## src/rtl/rissy_isa_pkg.sv

```systemverilog
// Rissy ISA constants shared by the decoder/sequencer: opcodes, ALU ops,
// decoder states and instruction field positions.
package rissy_isa_pkg;

    typedef enum logic [3:0] {
        OP_ADD = 4'h0,
        OP_NDU = 4'h2,
        OP_LW  = 4'h4,
        OP_SW  = 4'h5,
        OP_JAL = 4'h8,
        OP_BEQ = 4'hC
    } opcode_e;

    typedef enum logic [2:0] {
        ALU_ADD   = 3'b000,
        ALU_NAND  = 3'b001,
        ALU_CMP   = 3'b010,
        ALU_PCREL = 3'b011,
        ALU_ADDR  = 3'b111
    } alu_op_e;

    typedef enum logic [1:0] {
        DEC,
        BEQ_CHK,
        BEQ_TAKE,
        JAL_JMP
    } dec_state_e;

    localparam int unsigned OP_HI   = 15;
    localparam int unsigned OP_LO   = 12;
    localparam int unsigned RA_HI   = 11;
    localparam int unsigned RA_LO   = 9;
    localparam int unsigned RB_HI   = 8;
    localparam int unsigned RB_LO   = 6;
    localparam int unsigned RC_HI   = 5;
    localparam int unsigned RC_LO   = 3;
    localparam int unsigned OFF6_HI = 5;
    localparam int unsigned OFF9_HI = 8;

endpackage

```

## src/rtl/imm_gen.sv

```systemverilog
// Offset extraction and PC_STEP compensation for the Rissy decoder.
// DEC_SEXT_EN: sign-extend 6/9-bit offsets; undefined gives zero-extension.
module imm_gen
    import rissy_isa_pkg::*;
#(
    parameter int unsigned XLEN    = 16,
    parameter int unsigned PC_STEP = 2
) (
    input  logic [OFF9_HI:0] off_i,
    output logic [XLEN-1:0]  off6_o,
    output logic [XLEN-1:0]  off6_pc_o,
    output logic [XLEN-1:0]  off9_pc_o
);

    logic [XLEN-1:0] off9;

    always_comb begin
`ifdef DEC_SEXT_EN
        off6_o = {{(XLEN-OFF6_HI-1){off_i[OFF6_HI]}}, off_i[OFF6_HI:0]};
        off9   = {{(XLEN-OFF9_HI-1){off_i[OFF9_HI]}}, off_i};
`else
        off6_o = {{(XLEN-OFF6_HI-1){1'b0}}, off_i[OFF6_HI:0]};
        off9   = {{(XLEN-OFF9_HI-1){1'b0}}, off_i};
`endif
        // Targets are relative to the already-incremented PC, so pull back one step.
        off6_pc_o = off6_o - XLEN'(PC_STEP);
        off9_pc_o = off9 - XLEN'(PC_STEP);
    end

endmodule

```

## src/rtl/decode_seq.sv

```systemverilog
// Registered Rissy instruction decoder/sequencer with valid/ready intake and
// internal BEQ/JAL sequencing. Offset extension selected by DEC_SEXT_EN (see imm_gen).
module decode_seq
    import rissy_isa_pkg::*;
#(
    parameter int unsigned XLEN    = 16,
    parameter int unsigned RADDR_W = 3,
    parameter int unsigned PC_REG  = 7,
    parameter int unsigned PC_STEP = 2
) (
    input  logic               clk,
    input  logic               rst,
    input  logic               inst_valid,
    input  logic [XLEN-1:0]    inst,
    output logic               inst_ready,
    input  logic [1:0]         flags,
    input  logic               exec_stall,
    output logic               ctrl_valid,
    output logic               w_en,
    output logic               load_store,
    output logic               mem_en,
    output logic [2:0]         alu_op,
    output logic [RADDR_W-1:0] ra_add,
    output logic [RADDR_W-1:0] rb_add,
    output logic [RADDR_W-1:0] write_add,
    output logic [XLEN-1:0]    immediate,
    output logic               pc_inc,
    output logic               illegal,
    output logic               busy
);

    localparam logic [RADDR_W-1:0] PC_ADDR = RADDR_W'(PC_REG);

    dec_state_e         state_q, state_d;
    logic [OFF9_HI:0]   inst_off_q, inst_off_d;
    logic               ctrl_valid_q, ctrl_valid_d;
    logic               w_en_q, w_en_d;
    logic               load_store_q, load_store_d;
    logic               mem_en_q, mem_en_d;
    logic [2:0]         alu_op_q, alu_op_d;
    logic [RADDR_W-1:0] ra_q, ra_d, rb_q, rb_d, wa_q, wa_d;
    logic [XLEN-1:0]    imm_q, imm_d;
    logic               pc_inc_q, pc_inc_d;
    logic               illegal_q, illegal_d;

    logic               accept;
    logic [3:0]         opcode;
    logic [OFF9_HI:0]   off_src;
    logic [XLEN-1:0]    off6, off6_pc, off9_pc;
    logic               unused_carry;

    assign unused_carry = flags[1];
    assign inst_ready   = (state_q == DEC) && !exec_stall && !rst;
    assign accept       = inst_valid && inst_ready;
    assign opcode       = inst[OP_HI:OP_LO];
    // LW decodes from the live word; BEQ/JAL targets come from the latch.
    assign off_src      = (state_q == DEC) ? inst[OFF9_HI:0] : inst_off_q;

    imm_gen #(
        .XLEN    (XLEN),
        .PC_STEP (PC_STEP)
    ) u_imm_gen (
        .off_i     (off_src),
        .off6_o    (off6),
        .off6_pc_o (off6_pc),
        .off9_pc_o (off9_pc)
    );

    always_comb begin
        state_d      = state_q;
        inst_off_d   = inst_off_q;
        ctrl_valid_d = ctrl_valid_q;
        w_en_d       = w_en_q;
        load_store_d = load_store_q;
        mem_en_d     = mem_en_q;
        alu_op_d     = alu_op_q;
        ra_d         = ra_q;
        rb_d         = rb_q;
        wa_d         = wa_q;
        imm_d        = imm_q;
        pc_inc_d     = pc_inc_q;
        illegal_d    = illegal_q;

        if (!exec_stall) begin
            ctrl_valid_d = 1'b0;
            w_en_d       = 1'b0;
            load_store_d = 1'b0;
            mem_en_d     = 1'b0;
            alu_op_d     = '0;
            ra_d         = '0;
            rb_d         = '0;
            wa_d         = '0;
            imm_d        = '0;
            pc_inc_d     = 1'b0;
            illegal_d    = 1'b0;

            case (state_q)
                DEC: begin
                    if (accept) begin
                        inst_off_d   = inst[OFF9_HI:0];
                        ctrl_valid_d = 1'b1;
                        case (opcode)
                            OP_ADD, OP_NDU: begin
                                alu_op_d = (opcode == OP_ADD) ? ALU_ADD : ALU_NAND;
                                ra_d     = RADDR_W'(inst[RA_HI:RA_LO]);
                                rb_d     = RADDR_W'(inst[RB_HI:RB_LO]);
                                wa_d     = RADDR_W'(inst[RC_HI:RC_LO]);
                                w_en_d   = 1'b1;
                                pc_inc_d = 1'b1;
                            end
                            OP_LW: begin
                                alu_op_d     = ALU_ADDR;
                                rb_d         = RADDR_W'(inst[RB_HI:RB_LO]);
                                wa_d         = RADDR_W'(inst[RA_HI:RA_LO]);
                                w_en_d       = 1'b1;
                                mem_en_d     = 1'b1;
                                load_store_d = 1'b1;
                                imm_d        = off6;
                                pc_inc_d     = 1'b1;
                            end
                            OP_SW: begin
                                alu_op_d = ALU_ADDR;
                                ra_d     = RADDR_W'(inst[RA_HI:RA_LO]);
                                rb_d     = RADDR_W'(inst[RB_HI:RB_LO]);
                                mem_en_d = 1'b1;
                                imm_d    = off6;
                                pc_inc_d = 1'b1;
                            end
                            OP_BEQ: begin
                                alu_op_d = ALU_CMP;
                                ra_d     = RADDR_W'(inst[RA_HI:RA_LO]);
                                rb_d     = RADDR_W'(inst[RB_HI:RB_LO]);
                                state_d  = BEQ_CHK;
                            end
                            OP_JAL: begin
                                alu_op_d = ALU_PCREL;
                                rb_d     = PC_ADDR;
                                wa_d     = RADDR_W'(inst[RA_HI:RA_LO]);
                                w_en_d   = 1'b1;
                                imm_d    = XLEN'(PC_STEP);
                                state_d  = JAL_JMP;
                            end
                            default: begin
                                pc_inc_d  = 1'b1;
                                illegal_d = 1'b1;
                            end
                        endcase
                    end
                end
                BEQ_CHK: begin
                    if (flags[0]) begin
                        state_d = BEQ_TAKE;
                    end else begin
                        pc_inc_d = 1'b1;
                        state_d  = DEC;
                    end
                end
                BEQ_TAKE, JAL_JMP: begin
                    ctrl_valid_d = 1'b1;
                    alu_op_d     = ALU_PCREL;
                    rb_d         = PC_ADDR;
                    wa_d         = PC_ADDR;
                    w_en_d       = 1'b1;
                    imm_d        = (state_q == BEQ_TAKE) ? off6_pc : off9_pc;
                    pc_inc_d     = 1'b1;
                    state_d      = DEC;
                end
                default: state_d = DEC;
            endcase
        end
    end

    always_ff @(posedge clk) begin
        if (rst) begin
            state_q      <= DEC;
            inst_off_q   <= '0;
            ctrl_valid_q <= 1'b0;
            w_en_q       <= 1'b0;
            load_store_q <= 1'b0;
            mem_en_q     <= 1'b0;
            alu_op_q     <= '0;
            ra_q         <= '0;
            rb_q         <= '0;
            wa_q         <= '0;
            imm_q        <= '0;
            pc_inc_q     <= 1'b0;
            illegal_q    <= 1'b0;
        end else begin
            state_q      <= state_d;
            inst_off_q   <= inst_off_d;
            ctrl_valid_q <= ctrl_valid_d;
            w_en_q       <= w_en_d;
            load_store_q <= load_store_d;
            mem_en_q     <= mem_en_d;
            alu_op_q     <= alu_op_d;
            ra_q         <= ra_d;
            rb_q         <= rb_d;
            wa_q         <= wa_d;
            imm_q        <= imm_d;
            pc_inc_q     <= pc_inc_d;
            illegal_q    <= illegal_d;
        end
    end

    assign ctrl_valid = ctrl_valid_q;
    assign w_en       = w_en_q;
    assign load_store = load_store_q;
    assign mem_en     = mem_en_q;
    assign alu_op     = alu_op_q;
    assign ra_add     = ra_q;
    assign rb_add     = rb_q;
    assign write_add  = wa_q;
    assign immediate  = imm_q;
    assign pc_inc     = pc_inc_q;
    assign illegal    = illegal_q;
    assign busy       = (state_q != DEC);

endmodule

```

## config.mk

```make
export PLATFORM = sky130hd
export DESIGN_NAME = decode_seq
export DESIGN_NICKNAME = d
export VERILOG_FILES = /design/src/rtl/rissy_isa_pkg.sv /design/src/rtl/imm_gen.sv /design/src/rtl/decode_seq.sv
export SDC_FILE = /design/constraint.sdc
export NUM_CORES = 1
export LEC_CHECK = 0
export BUFFER_PORTS_ARGS = -buffer_cell sky130_fd_sc_hd__buf_2
export CAP_MARGIN = 0
export CORE_AREA = 2 2 74 76
export CTS_BUF_LIST = sky130_fd_sc_hd__clkbuf_2 sky130_fd_sc_hd__clkbuf_4 sky130_fd_sc_hd__clkbuf_8
export CTS_CLUSTER_DIAMETER = 200
export DETAILED_ROUTE_END_ITERATION = 6
export DIE_AREA = 0 0 76 78
export GPL_ROUTABILITY_DRIVEN = 0
export PLACE_DENSITY = 0.71
export SYNTH_ARGS = -nofsm -noshare
export SYNTH_HDL_FRONTEND = slang
export SYNTH_SLANG_ARGS = --single-unit
export TNS_END_PERCENT = 30
```

## constraint.sdc

```tcl
create_clock -name clk -period 5.3 [get_ports clk]
set_clock_uncertainty 0.05 [all_clocks]
set_input_delay 0.265 -clock clk [delete_from_list [all_inputs] [get_ports clk]]
set_output_delay 0.265 -clock clk [all_outputs]
set_load 0.02 [all_outputs]
```

==> Word-level counts from Yosys, hierarchy flattened <==
Cells that the tools add are included.
{ "op_classes": {"n_addsub": 2, "eq_ne": 10, "n_mux": 40, "bitwise": 1, "n_reduce_logical": 19} }
{ "op_table": {"columns": ["cell", "n"], "rows": [
  ["$pmux W16 S2", 1],
  ["$pmux W3 S2", 5],
  ["$mux W3", 6],
  ["$mux W1", 16],
  ["$mux W16", 1],
  ["$pmux W3 S4", 1],
  ["$pmux W6 S2", 1],
  ["$reduce_or A2 Y1", 5],
  ["$sub A9 B2 Y10 const B", 1],
  ["$mux W9", 1],
  ["$eq A4 B3 Y1 const B", 2],
  ["$eq A4 B4 Y1 const B", 2],
  ["$reduce_or A4 Y1", 2],
  ["$sub A6 B2 Y7 const B", 1],
  ["$mux W6", 1],
  ["$pmux W2 S3", 1],
  ["$reduce_and A3 Y1", 2],
  ["$reduce_or A6 Y1", 1],
  ["$reduce_or A5 Y1", 1],
  ["$eq A2 B2 Y1 const B", 2],
  ["$eq A4 B2 Y1 const B", 1],
  ["$logic_not A4 Y1", 1],
  ["$mux W2", 2],
  ["$pmux W1 S2", 2],
  ["10 further kinds", 13]
]} }
{ "totals": {"ff_bits": 45, "elab_cells": 85} }

==> Longest topological paths before layout <==
Gate-level depths: netlist (run 1).
{ "logic_depth": {"depth_word": 6, "depth_mapped": 8, "ltp_nobuf": 7} }

==> Cells and area by module <==
From an unflattened synthesis (run 1), not the netlist that was laid out.
{ "unflattened": {"cells_unflattened": 312, "area_unflattened_um2": 2660.1} }
{ "modules_own_cells": {"columns": ["module", "instances", "cells_per_inst", "area_per_inst_um2"], "rows": [
  ["decode_seq", 1, 254, 2225.9],
  ["imm_gen", 1, 58, 434.2]
]} }

==> Worst setup path before layout (run 1) <==
Ideal clock, no wire load.
{ "synth_path": {"path_kind": "register to register", "startpoint": "register state_q[1]", "endpoint": "register imm_q[14] (netlist: immediate[14])", "setup_time_ns": 0.079, "arrival_time_ns": 1.814, "required_ns": 5.171, "setup_slack_ns": 3.356, "path_stages_with_launch": 7, "path_buffers": 1, "synth_period_minus_slack_ns": 1.944, "path_cell_list": "dfxtp_1 > buf_2 > nor2_2 > mux2_4 > o31a_1 > a221o_1 > a211oi_2"} }
{ "synth_between": {"elab_chain_cells": 5, "word_cells_on_any_way": 9} }
{ "synth_lines": {"columns": ["element", "line", "text"], "rows": [
  ["start, declared", "decode_seq.sv:34", "dec_state_e state_q, state_d;"],
  ["start signal, assigned", "decode_seq.sv:189", "state_q <= state_d;"],
  ["$logic_not A2 Y1", "decode_seq.sv:53, decode_seq.sv:57, decode_seq.sv:97", null],
  ["$mux W9", "decode_seq.sv:57", "assign off_src = (state_q == DEC) ? inst[OFF9_HI:0] : inst_off_q;"],
  ["$sub A9 B2 Y10 or $sub A6 B2 Y7 (tied branches)", "imm_gen.sv:27, imm_gen.sv:26", null],
  ["$mux W16", "decode_seq.sv:164", "imm_d = (state_q == BEQ_TAKE) ? off6_pc : off9_pc;"],
  ["$pmux W16 S2 *", "decode_seq.sv:97", "case (state_q)"],
  ["end signal, assigned", "decode_seq.sv:199", "imm_q <= imm_d;"],
  ["end, declared", "decode_seq.sv:42", "logic [XLEN-1:0] imm_q, imm_d;"]
]} }
Every way passes the cells marked *; elsewhere a longest branch is shown, timed or not.
A chain may end at the register's enable or synchronous reset.

==> Worst setup path in the final report (run 1) <==
{ "layout_path": {"startpoint": "register state_q[0]", "endpoint": "register imm_q[3] (netlist: immediate[3])"} }
{ "layout_between": {"elab_chain_cells": 6, "word_cells_on_any_way": 14} }
{ "layout_lines": {"columns": ["element", "line"], "rows": [
  ["branches (longest 5 deep; another with $sub A9 B2 Y10)", null],
  ["$pmux W16 S2 *", "decode_seq.sv:97"]
]} }
Mark *: on every way between the ends.

==> summary by stage, run 1 <==
Outcome
The flow ran to the end, and the final reports show no timing, DRC or antenna violations.

Clock tree
The clock slew at the register clock pins of the worst setup and hold paths is 0.07 ns. In this run, post-CTS hold repair placed 0 buffers. The tree is rooted in a sky130_fd_sc_hd__clkbuf_8. The TritonCTS buffer count is 5.

The total number of clock tree sinks is 39. The CTS tree is built. The H-tree was split into 2 levels.

The maximum root-to-sink buffer count is 2. The number of instances resized during post-cts repair is 0. The clock reaches the later pin of the worst-skew pair after 0.30 ns.

In this run the post-CTS setup repair buffer count came out at 0.

Route
After detailed routing, the number of remaining DRC violations is 0. The first detailed-routing pass took 4 iterations. The via-per-instance ratio is 5.161.

The number of violations reported at the end of detailed-routing iteration 0 is 104. Once detail routing completed, the nets flagged for antenna violations numbered 0. The via count is 1858.

After detailed routing, the average wire length per cell comes to 13.73 um. The final layout contains routed wiring with a total length of 4.943 mm.

Timing
The number of endpoints failing setup at the final stage is 0. Setup repair after global routing left no endpoint under its margin. For the pin with the worst max-slew slack, the measured transition is 0.7305 ns. Measured against its own limit, the worst slew margin works out to 0.5130. The setup TNS after final layout is 0 ns.

The total count of hold-check failures in the final report is 0. The achievable clock frequency is 432.1 MHz. In the finished design, the share of the clock period the worst path needs comes to 0.4367. The clock period could shrink to 2.314 ns. The max-slew violation total from the final report is 0.

Layout
From synthesis to final layout, the design area changed by 18.15%. The count of placed standard cells in the final layout, fillers left out is 360. The antenna cell count is 0. The final net count is 312. The share of cells above drive strength 1 is 0.2448.

Pwr
The leakage dissipation is 0.9792 nW. The cell area power density is 260.1 mW/mm2. The overall power after layout is 0.6059 mW.

Across the VDD grid, the largest voltage drop is 0.1134 mV.

Floorplanning
The placeable core area is 0.005042 mm2. The die covers 0.005928 mm2. From left edge to right edge, the die measures 76 um. The floorplan step set the die height to 78 um. The initial core utilization is 0.3911. The number of placement rows is 26. The count of pins on the block boundary is 58.

Synthesis
The share of the Yosys chip area taken by registers is 0.3959. Among all flip-flop cells after synthesis, the most frequent one is sky130_fd_sc_hd__dfxtp_1. The distinct cell type count after synthesis is 40. The synthesized netlist net count is 273. The synthesized design contains 0 enable-type register cells. The area fraction in compound gates after synthesis is 0.2259. The number of warning messages in the yosys log is 0. Of the total synthesized cell area, the portion taken by XOR and XNOR cells is 0.03553. After synthesis, the largest family of logic cells by area is simple AND/OR/NAND/NOR gates. Counting flops and latches in the post-synthesis netlist gives 39. The cell count after synthesis is 250. Of the total synthesized cell area, the portion taken by AND, OR, NAND and NOR gates is 0.2481.

In this run the mean area of a mapped cell was 7.888 um2. Of all flip-flops after synthesis, the portion carrying an async set or reset was 0. The post-synthesis instance area is 0.001972 mm2. The share of synthesized cell area in full adder, half adder and majority cells is 0.006345. After synthesis, the share of cell area in mux cells is 0.02284.

Placed design
In this run, placement finished with an instance count of 352. The number of buffers inserted by port buffering is 56. The HPWL after detailed placement is 3.471 mm.

Worst setup path
Setup slack on the worst reg-to-reg path comes out at 2.99 ns. The required time of the worst setup path is 5.47 ns. On the worst path, the slowest cell contributes a delay of 0.51 ns.

Measured in cells, the most critical reg-to-reg path has a length of 5. The slowest stage of the critical path belongs to the cell sky130_fd_sc_hd__nor2_1. The maximum fanout along the worst path is 16. Data arrives at the worst endpoint at 2.48 ns.

The critical path is of the reg2reg type. The worst setup path is captured at a flip-flop. STA classifies the critical path startpoint as a flip-flop. The worst register-to-register path ends at immediate[3]$_SDFFE_PP0N_.

Traced cell by cell, the critical path runs through nor4_2 -> nand2_1 -> nor2_1 -> a221oi_1 -> nor3_1. The startpoint of the most critical register-to-register path is state_q[0]$_SDFFE_PP0P_.

Global route
The global-route wire length before repair is 8.300 mm. After global routing the overflow that remains totals 0. For this run, the total global-route usage over all layers was measured as 0.1724.

The initial antenna violation count is 0. The number of global-route vias before repair is 1723. Entering global routing, the biggest net connects 43 pins.

Flow run
The max-capacitance violation count is 0.

Hold path
The min-delay analysis places its worst path in the category in2reg. The number of cells traversed by the worst hold path is 3. The path with the worst hold slack has its endpoint at inst_off_q[0]$_SDFFE_PP0P_. The hold path startpoint is inst[0].
## cells in the final DEF (no fill, tap or decap), types with 2 or more instances in the layout
cell                       synthesis  routed
sky130_fd_sc_hd__xnor2_1           2       2
sky130_fd_sc_hd__a21oi_1          27      27
sky130_fd_sc_hd__xor2_1            6       6
sky130_fd_sc_hd__nor3_1           12      12
sky130_fd_sc_hd__nor2b_1          16      16
sky130_fd_sc_hd__buf_2             1      56
sky130_fd_sc_hd__nor2_1           23      23
sky130_fd_sc_hd__o21ai_0           8       8
sky130_fd_sc_hd__clkbuf_8          0       7
sky130_fd_sc_hd__a221oi_1         12      12
sky130_fd_sc_hd__mux2i_1           3       3
sky130_fd_sc_hd__a22oi_1           8       8
sky130_fd_sc_hd__dfxtp_1          39      39
sky130_fd_sc_hd__nor4_1            4       4
sky130_fd_sc_hd__a31oi_1           2       2
sky130_fd_sc_hd__inv_1             4       4
sky130_fd_sc_hd__nand3_1           5       5
sky130_fd_sc_hd__nand2_1          34      34
sky130_fd_sc_hd__nand2b_1          2       2
## critical path, delay by kind of cell, from the launching register on
kind,cells,cell delay [ns]
AO/OA/AOI/OAI,1,0.19
flip-flops,1,0.47
AND/OR/NAND/NOR,4,1.53
## kinds of logic after synthesis
| family | Yosys count |
|---|---|
| buffers and inverters | 28 |
| xor gates and xnor gates | 8 |
| DFF | 39 |
| AOI/OAI and AO/OA | 67 |
| adders and majority gates | 1 |
| and+or+nand+nor | 103 |
| muxes | 4 |
## worst max-delay path by stage
stage | start | end | cells after the start
final | state_q[0]$_SDFFE_PP0P_ | immediate[3]$_SDFFE_PP0N_ | 5
after global routing | state_q[0]$_SDFFE_PP0P_ | immediate[3]$_SDFFE_PP0N_ | 5
after CTS | state_q[0]$_SDFFE_PP0P_ | immediate[3]$_SDFFE_PP0N_ | 5
after detailed placement | exec_stall | immediate[3]$_SDFFE_PP0N_ | 6
after global placement | exec_stall | immediate[3]$_SDFFE_PP0N_ | 6
after floorplan | state_q[1]$_SDFFE_PP0P_ | immediate[14]$_SDFFE_PP0N_ | 6
## final cells by class
cell class                 count  area (um2)
fill                         518        2713
multi-input combinational    183        1062
sequential                    39       780.7
timing repair buffer          56       280.3
clock buffer                   8       103.9
tap                           70       87.58
inverter                       4       15.01
## where the power goes
part / leakage (nW) / switching (mW) / internal, mW
Combinational: 0.608 / 0.0479 / 0.0266
Clock: 0.0549 / 0.104 / 0.124
Sequential: 0.316 / 0.00431 / 0.299
Total: 0.979 / 0.156 / 0.450
## routing by layer
layer	part of all wire	wire, um	global-route usage
met1	0.48	2357	0.2328
met5	0	0	0
met4	0.027	132	0.07455
met2	0.45	2246	0.2634
met3	0.042	207	0.04070
## Yosys cell counts, drive strengths merged (2+ instances only)
master / n / area share
dfxtp: 39 / 0.40
nand2: 34 / 0.065
a21oi: 27 / 0.069
nor2: 24 / 0.047
nor2b: 16 / 0.051
clkbuf: 15 / 0.029
a221oi: 12 / 0.053
nor3: 12 / 0.030
buf: 9 / 0.029
a22oi: 8 / 0.030
o21ai: 8 / 0.020
xor2: 6 / 0.027
nand3: 5 / 0.013
nor4: 5 / 0.019
inv: 4 / 0.0076
mux2i: 3 / 0.015
a31oi: 2 / 0.0063
nand2b: 2 / 0.0063
xnor2: 2 / 0.0089
## sequential cells by signal, summed over array words and instances, names as in the netlist
register / count
immediate: 10
inst_off_q: 9
alu_op: 3
ra_add: 3
rb_add: 3
write_add: 3
state_q: 2
ctrl_valid: 1
illegal: 1
load_store: 1
mem_en: 1
pc_inc: 1
w_en: 1
## metrics by stage
step	hold WS, ns	util	worst slack (ns)	instance area (um2)
after floorplan	0.3510	-	3.356	1972
after global placement	0.3925	0.4414	2.920	2226
after detailed placement	0.4021	0.4414	2.850	2226
after CTS	0.1624	0.4620	3.040	2330
after global routing	0.1737	0.4620	2.768	2330
final	0.1644	0.4620	2.986	2330
Note: power is estimated with default switching activity, not from simulation.
==> inputs of run 2 (changes only) <==
- ABC_AREA: default -> 1
- CORE_AREA: 2 2 74 76 -> 2 2 75 77
- DIE_AREA: 0 0 76 78 -> 0 0 77 79
- PLACE_DENSITY: 0.71 -> 0.72
- clock period: 5.3 -> 2.4 ns (I/O delays scaled with it)
==> summary by stage, run 2 <==
Synthesis
The proportion of netlist area held by the largest area contributor is 0.3810. The number of enable flip-flop cells after synthesis is 0. The cell count after synthesis is 291.

Yosys printed 0 warnings. In the post-synthesis netlist, the biggest area contributors are sky130_fd_sc_hd__dfxtp_1, sky130_fd_sc_hd__nand2_1, sky130_fd_sc_hd__a21oi_1. The top cell type by total area after synthesis is sky130_fd_sc_hd__dfxtp_1. For this run, the leading register cell type out of synthesis is sky130_fd_sc_hd__dfxtp_1. The distinct cell type count after synthesis is 34. Counting every net in the synthesized netlist gives 314. Ranked by instance count, the synthesized netlist is headed by sky130_fd_sc_hd__nand2_1, sky130_fd_sc_hd__dfxtp_1, sky130_fd_sc_hd__a21oi_1. sky130_fd_sc_hd__nand2_1 is the most common cell in the netlist. For this run, the register share of the synthesized area comes to 0.3810. In the synthesized netlist the async set-or-reset flop fraction comes to 0. Synthesis inferred 39 register bits. The average instance in the mapped netlist occupies 7.043 um2. The synthesized netlist occupies a cell area of 0.002049 mm2.

Pwr
VDD sags by at most 0.3058 mV. The leakage dissipation is 1.153 nW. The cell area power density is 535.4 mW/mm2.

Power comes to 1.312 mW.

Floorplanning
The floorplan has 27 rows. The initial core utilization is 0.3840. The die outline height is 79 um.

The die covers 0.006083 mm2. 58 I/O pins were placed. The die is 77 um wide.

The region available for standard cell placement spans 0.005338 mm2.

Route
The via-per-instance ratio is 4.971. After the first detailed-routing iteration, the DRC count stood at 84. Wires add up to 5.125 mm. The post-detailed-route count of antenna-violating nets is 0. For this run, design rule violations remaining after detail routing come to 0. The length of the first detailed-routing pass in iterations is 4. The via count is 2058. The routed length per instance is 12.38 um.

Placed design
The placed instances occupy a cell area of 0.002351 mm2. The number of buffers inserted by port buffering is 56. Once detailed placement completed, the half-perimeter wirelength came to 3.876 mm. Timing analysis after detailed placement gives a worst setup slack of 0.5369 ns.

Global route
The number of global-route vias before repair is 1918. The fraction of met3 tracks used by global routing is 0.04773. Entering global routing, the biggest net connects 27 pins. In the global route stage, overall resource usage came out at 0.1809.

The layer flagged by global routing as most heavily used is met2. The final global-route overflow total is 0. The initial antenna violation count is 0. The first global-routing pass estimated 8.756 mm of wire. The met1 global-route usage is 0.2054.

For this run, global-route usage on met2 was measured as 0.3219.

Timing
The achievable clock frequency is 523.7 MHz. The max-slew violation total from the final report is 0. The final critical-path setup slack is 0.4905 ns. The tightest slew margin relative to the limit is 0.7196. The total count of hold-check failures in the final report is 0. Dividing the final minimum period by the clock period gives 0.7956. For the pin with the worst max-slew slack, the measured transition is 0.4202 ns. Summed over all failing endpoints, the final setup total negative slack is 0 ns.

The smallest clock period supported by the final layout is computed as 1.910 ns. Setup repair after global routing left no endpoint under its margin. The number of endpoints failing setup at the final stage is 0.

Clock tree
CTS built an H-tree with a depth of 2. The clock reaches the later pin of the worst-skew pair after 0.29 ns. Hold repair after CTS inserted 0 buffers.

Buffers added to address setup during post-CTS repair amount to 0. In this run the clock root is driven by a sky130_fd_sc_hd__clkbuf_8. TritonCTS built the clock tree. The clock drives 39 sinks. The number of instances resized during post-cts repair is 0. The TritonCTS buffer count is 5. The clock slew at the register clock pins of the worst setup and hold paths is 0.08 ns.

The maximum root-to-sink buffer count is 2.

Worst setup path
The maximum fanout along the worst path is 9. Data on the critical path is required at its endpoint by 2.52 ns. The flop-to-flop setup slack is 0.49 ns. The dominant cell type by count on the critical path is sky130_fd_sc_hd__nand2_1. Data arrives at the worst endpoint at 2.03 ns. The slowest stage of the critical path is the sky130_fd_sc_hd__dfxtp_1 cell. Walking the worst path, the cells encountered are buf_4 -> nor2_2 -> nand2_2 -> nand2_4 -> ha_1 -> nand2_1 -> nor2_1 -> nand2_1 -> nand2_1 -> nand3_1 -> nand2_1 -> a21oi_2. The number of cell instances on the worst register-to-register path is 12. The worst setup path is launched from a flip-flop. On the worst path, the slowest cell contributes a delay of 0.35 ns.

The type of element capturing the critical path is a flip-flop. The kind of critical path is reg2reg.

Layout
The share of cells above drive strength 1 is 0.2807. The number of filler instances in the final layout is 590. In the layout the commonest cells are sky130_fd_sc_hd__nand2_1, sky130_fd_sc_hd__buf_2, sky130_fd_sc_hd__dfxtp_1, sky130_fd_sc_hd__a21oi_1, sky130_fd_sc_hd__inv_1. The final layout contains 364 nets. Relative to the synthesized area, the layout overhead comes to 19.54%.

The area occupied by multi-input gates is 0.001018 mm2. Summing all non-filler instances in the final layout gives an area of 0.002450 mm2. The area taken by flip-flops and latches is 780.7 um2. The leading cell type in the layout, fill and taps excluded is sky130_fd_sc_hd__nand2_1.

The repair_antennas step left the layout with diodes totalling 0. The number of flip-flops in the largest register is 10.

Outcome
The flow ran to the end, and the final reports show no timing, DRC or antenna violations.

Flow run
The max-capacitance violation count is 0.

Hold path
The number of cells traversed by the worst hold path is 3. The worst hold path belongs to the class in2reg.
## run 2: cell count changes after synthesis, moves of 12 or more
cell	before	now
sky130_fd_sc_hd__nand2_1	34	64
sky130_fd_sc_hd__inv_1	4	28
sky130_fd_sc_hd__nor2b_1	16	0
sky130_fd_sc_hd__nand3_1	5	20
sky130_fd_sc_hd__o21ai_0	8	21
sky130_fd_sc_hd__a221oi_1	12	0
## run 2: cells by family (layout without fill, tap and decap cells)
group / after synthesis / in the layout / synth area share
adder cells (fa/ha/maj): 1 / 1 / 0.006104
AO/OA/AOI/OAI: 79 / 79 / 0.2118
AND/OR/NAND/NOR: 118 / 118 / 0.2790
buffers and inverters: 54 / 105 / 0.1221
flip-flops: 39 / 39 / 0.3810
## run 2: stage by stage
stage | hold WS [ns] | utilization | instances
2_1_floorplan | 0.2129 | - | 291
3_3_place_gp | 0.3461 | 0.4405 | 406
3_5_place_dp | 0.3411 | 0.4405 | 406
4_1_cts | 0.02313 | 0.4590 | 414
5_1_grt | 0.04482 | 0.4590 | 414
6_report | 0.03902 | 0.4590 | 414
## run 2: cell type report
class | instances | share of cell area
clock buffers | 7 | 0.03677
well taps | 72 | 0.03677
multi-input cells | 198 | 0.4157
clock inverters | 1 | 0.003575
inverters | 35 | 0.05567
repair buffers | 62 | 0.1328
flip-flops and latches | 39 | 0.3187
## run 2: where the power goes
| part | total (mW) | leakage [nW] | internal, mW | switching (mW) |
|---|---|---|---|---|
| clock network | 0.477 | 0.0519 | 0.247 | 0.230 |
| logic | 0.167 | 0.785 | 0.0543 | 0.113 |
| registers | 0.668 | 0.316 | 0.662 | 0.00593 |
| total | 1.31 | 1.15 | 0.963 | 0.349 |
## run 2: final timing paths
check / endpoint / startpoint
min: ra_add[2]$_SDFFE_PP0N_ / inst[11]
max: immediate[7]$_SDFFE_PP0N_ / state_q[1]$_SDFFE_PP0P_
min reg2reg: inst_off_q[4]$_SDFFE_PP0P_ / inst_off_q[4]$_SDFFE_PP0P_
max reg2reg: immediate[7]$_SDFFE_PP0N_ / state_q[1]$_SDFFE_PP0P_
## run 2: critical path, delay by kind of cell, from the launching register on
family	cells	cell delay, ns
flops	1	0.35
compound gates	1	0.05
simple gates	9	0.97
fa+ha+maj	1	0.20
buf+inv	1	0.18
## run 2: metal layers
| layer | part of all wire | up-vias | routed length (um) |
|---|---|---|---|
| li1 | - | 1045 | - |
| met1 | 0.42 | 950 | 2143 |
| met2 | 0.51 | 51 | 2635 |
| met3 | 0.047 | 12 | 241 |
| met4 | 0.020 | 0 | 104 |
| met5 | 0 | - | 0 |
==> inputs of run 3 (changes only) <==
- clock period: 2.4 -> 1.85 ns (I/O delays scaled with it)
==> summary by stage, run 3 (synthesis results as in run 2) <==
Layout
The final core utilization is 0.4742. The register with the most flip-flops in the layout has 10 of them. The share of cells above drive strength 1 is 0.2997. The leading cell type in the layout, fill and taps excluded is sky130_fd_sc_hd__nand2_1. Counting the fill cells in the layout gives 571. The count of placed standard cells in the final layout, fillers left out is 419. The number of antenna diodes in the final layout is 0. The net count of the finished layout is 369. From synthesis to final layout, the design area changed by 23.50%. The area of all placed cells without fillers is 0.002531 mm2.

In the layout the commonest cells are sky130_fd_sc_hd__nand2_1, sky130_fd_sc_hd__buf_2, sky130_fd_sc_hd__a21oi_1, sky130_fd_sc_hd__dfxtp_1, sky130_fd_sc_hd__inv_1.

Global route
The first global-routing pass estimated 8.645 mm of wire. The initial antenna violation count is 0. The number of global-route vias before repair is 1901. The final global-route overflow total is 0. The largest net degree at the start of global routing is 19. In the global route stage, overall resource usage came out at 0.1780.

Timing
The worst path in the final design needs a cycle of 1.693 ns, including I/O delays and setup. Setup repair after global routing left no endpoint under its margin. The part of the cycle the worst path needs is 0.9153.

For the pin with the worst max-slew slack, the measured transition is 0.4256 ns. In this run the tightest slew margin relative to its limit is 0.7141. Derived from the worst setup path, the maximum achievable clock frequency is 590.5 MHz. The total count of hold-check failures in the final report is 0. For the final routed database, the setup TNS stands at 0 ns.

Setup violations remaining at the end of the flow were counted as 0. The max-slew violation total from the final report is 0.

Worst setup path
The dominant cell type by count on the critical path is sky130_fd_sc_hd__nand2_1. The library cell contributing the largest single delay on the critical path is sky130_fd_sc_hd__dfxtp_4. The type of element capturing the critical path is a flip-flop. STA puts the critical path data arrival time at 1.87 ns. Of all nets on the critical path, the largest fanout is 10. The required time of the worst setup path is 2.03 ns. The endpoint identified for the worst register-to-register timing path is immediate[14]$_SDFFE_PP0N_. The kind of critical path is reg2reg. The worst setup path is launched from a flip-flop. The flop-to-flop setup slack is 0.16 ns. The startpoint of the most critical register-to-register path is state_q[1]$_SDFFE_PP0P_. In this design, the stage delay of the slowest critical-path cell is 0.40 ns.

The number of cell instances on the worst register-to-register path is 11. The critical path goes through clkinv_4 -> nand2_8 -> nand2_1 -> nand2_4 -> ha_2 -> nand2_1 -> nor2_1 -> nand2_1 -> o21ai_1 -> nand2_1 -> a21oi_2.

Pwr
The combinational share of power is 0.121. The part of the power in the clock network is 0.411. The internal portion of the total power is 1.376 mW.

The leakage dissipation is 1.190 nW. The switching power share of the total is 0.2543. The overall power after layout is 1.846 mW. VDD sags by at most 0.3907 mV. The share of total power dissipated in sequential elements is 0.468. The net switching power of the design is 0.4693 mW. The cell area power density is 729.1 mW/mm2.

Floorplanning
The die is 79 um tall. After floorplanning, the core was divided into 27 placement rows. The core region is 0.005338 mm2. The die area is 0.006083 mm2. The count of pins on the block boundary is 58.

The initial utilization of the core area, before any placement, comes to 0.3840. The die is 77 um wide.

Clock tree
The clock net in this run drives a total of 39 sinks. The clock latency on the worst-skew pair is 0.29 ns. The maximum root-to-sink buffer count is 2. The tree is rooted in a sky130_fd_sc_hd__clkbuf_8. The clock slew at the register clock pins of the worst setup and hold paths is 0.08 ns. The number of clock buffers added by TritonCTS is 5. The H-tree level count is 2.

The number of buffers added for setup after CTS is 0. The CTS tree is built.

Route
The length of the first detailed-routing pass in iterations is 4. The post-detailed-route count of antenna-violating nets is 0. After detailed routing, the average wire length per cell comes to 11.98 um. The via count is 2045. The post-route DRC violation count is 0. The detailed router finished its first iteration with 88 violations. Using the TritonRoute via totals, the vias-per-cell ratio works out to 4.881. The total routed wirelength is 5.021 mm.

Hold path
The worst hold path was traced through 3 stages. The worst hold path terminates at ra_add[1]$_SDFFE_PP0N_. The min-delay analysis places its worst path in the category in2reg. The hold path startpoint is inst[10].

Flow run
The max-capacitance violation count is 0.

Outcome
The run finished with clean final reports.

Placed design
After detailed placement, the design holds a cell count of 410. The cell area reported after detailed placement is 0.002381 mm2. The detailed placer's ending HPWL is 3.935 mm. Input and output buffers added on the ports amount to 56.
-- run 3: cell types whose count changed in the layout (fill, tap and decap cells not counted), sizes merged --
cell	change
buf	+4
bufinv	+1
clkbuf	-1
clkinv	-1
dlygate4sd3	+1
inv	+1
-- run 3: per-layer routing --
metal | GRT usage | vias to the layer above | share of wire
li1 | - | 1053 | -
met1 | 0.2096 | 919 | 0.42
met2 | 0.3149 | 63 | 0.51
met3 | 0.03636 | 10 | 0.051
met4 | 0.07679 | 0 | 0.020
met5 | 0 | - | 0
-- run 3: how the worst max path moves through the flow --
stage / startpoint / to / slack (ns) / cells past startpoint
floorplan: state_q[1]$_SDFFE_PP0P_ / immediate[7]$_SDFFE_PP0N_ / 0.20 / 13
global placement: state_q[1]$_SDFFE_PP0P_ / immediate[14]$_SDFFE_PP0N_ / 0.09 / 11
detailed placement: state_q[1]$_SDFFE_PP0P_ / immediate[14]$_SDFFE_PP0N_ / 0.05 / 11
CTS: state_q[1]$_SDFFE_PP0P_ / immediate[14]$_SDFFE_PP0N_ / 0.006 / 11
global route: state_q[1]$_SDFFE_PP0P_ / immediate[14]$_SDFFE_PP0N_ / 0.002 / 11
finish: state_q[1]$_SDFFE_PP0P_ / immediate[14]$_SDFFE_PP0N_ / 0.16 / 11
-- run 3: cell type report --
type	count	area, um2	share of cell area
multi-input combinational	198	1030	0.4068
clock inverter	2	38.79	0.01532
sequential	39	788.3	0.3114
clock buffer	6	82.58	0.03262
timing repair buffer	67	365.4	0.1443
tap	72	90.09	0.03559
inverter	35	136.4	0.05388
-- run 3: stage by stage --
step / worst slack (ns) / hold WS (ns)
global placement: 0.09467 / 0.3204
detailed placement: 0.05445 / 0.3101
floorplan: 0.2003 / 0.1854
CTS: 0.005832 / 0.005852
finish: 0.1566 / 0.01197
global route: 0.001505 / 0.01628
-- run 3: worst max-delay path, delay by kind of cell, from the launching register on --
| family | cells | cell delay, ns |
|---|---|---|
| compound gates | 2 | 0.22 |
| fa+ha+maj | 1 | 0.19 |
| buf+inv | 1 | 0.09 |
| flops | 1 | 0.40 |
| simple gates | 7 | 0.68 |
-- run 3: what timing repair did --
action | CTS | global route
hold buffers | 1 | 0
setup endpoints to repair | 0 | 5
hold endpoints to repair | 1 | 0
gates resized for setup | 0 | 8
-- run 3: power groups by stage --
stage	Sequential (mW)	Combinational, mW	Clock (mW)
finish	0.863	0.224	0.759
global route	0.865	0.253	0.821
CTS	0.866	0.224	0.779
detailed placement	0.886	0.221	0
global placement	0.885	0.218	0
floorplan	0.895	0.135	0
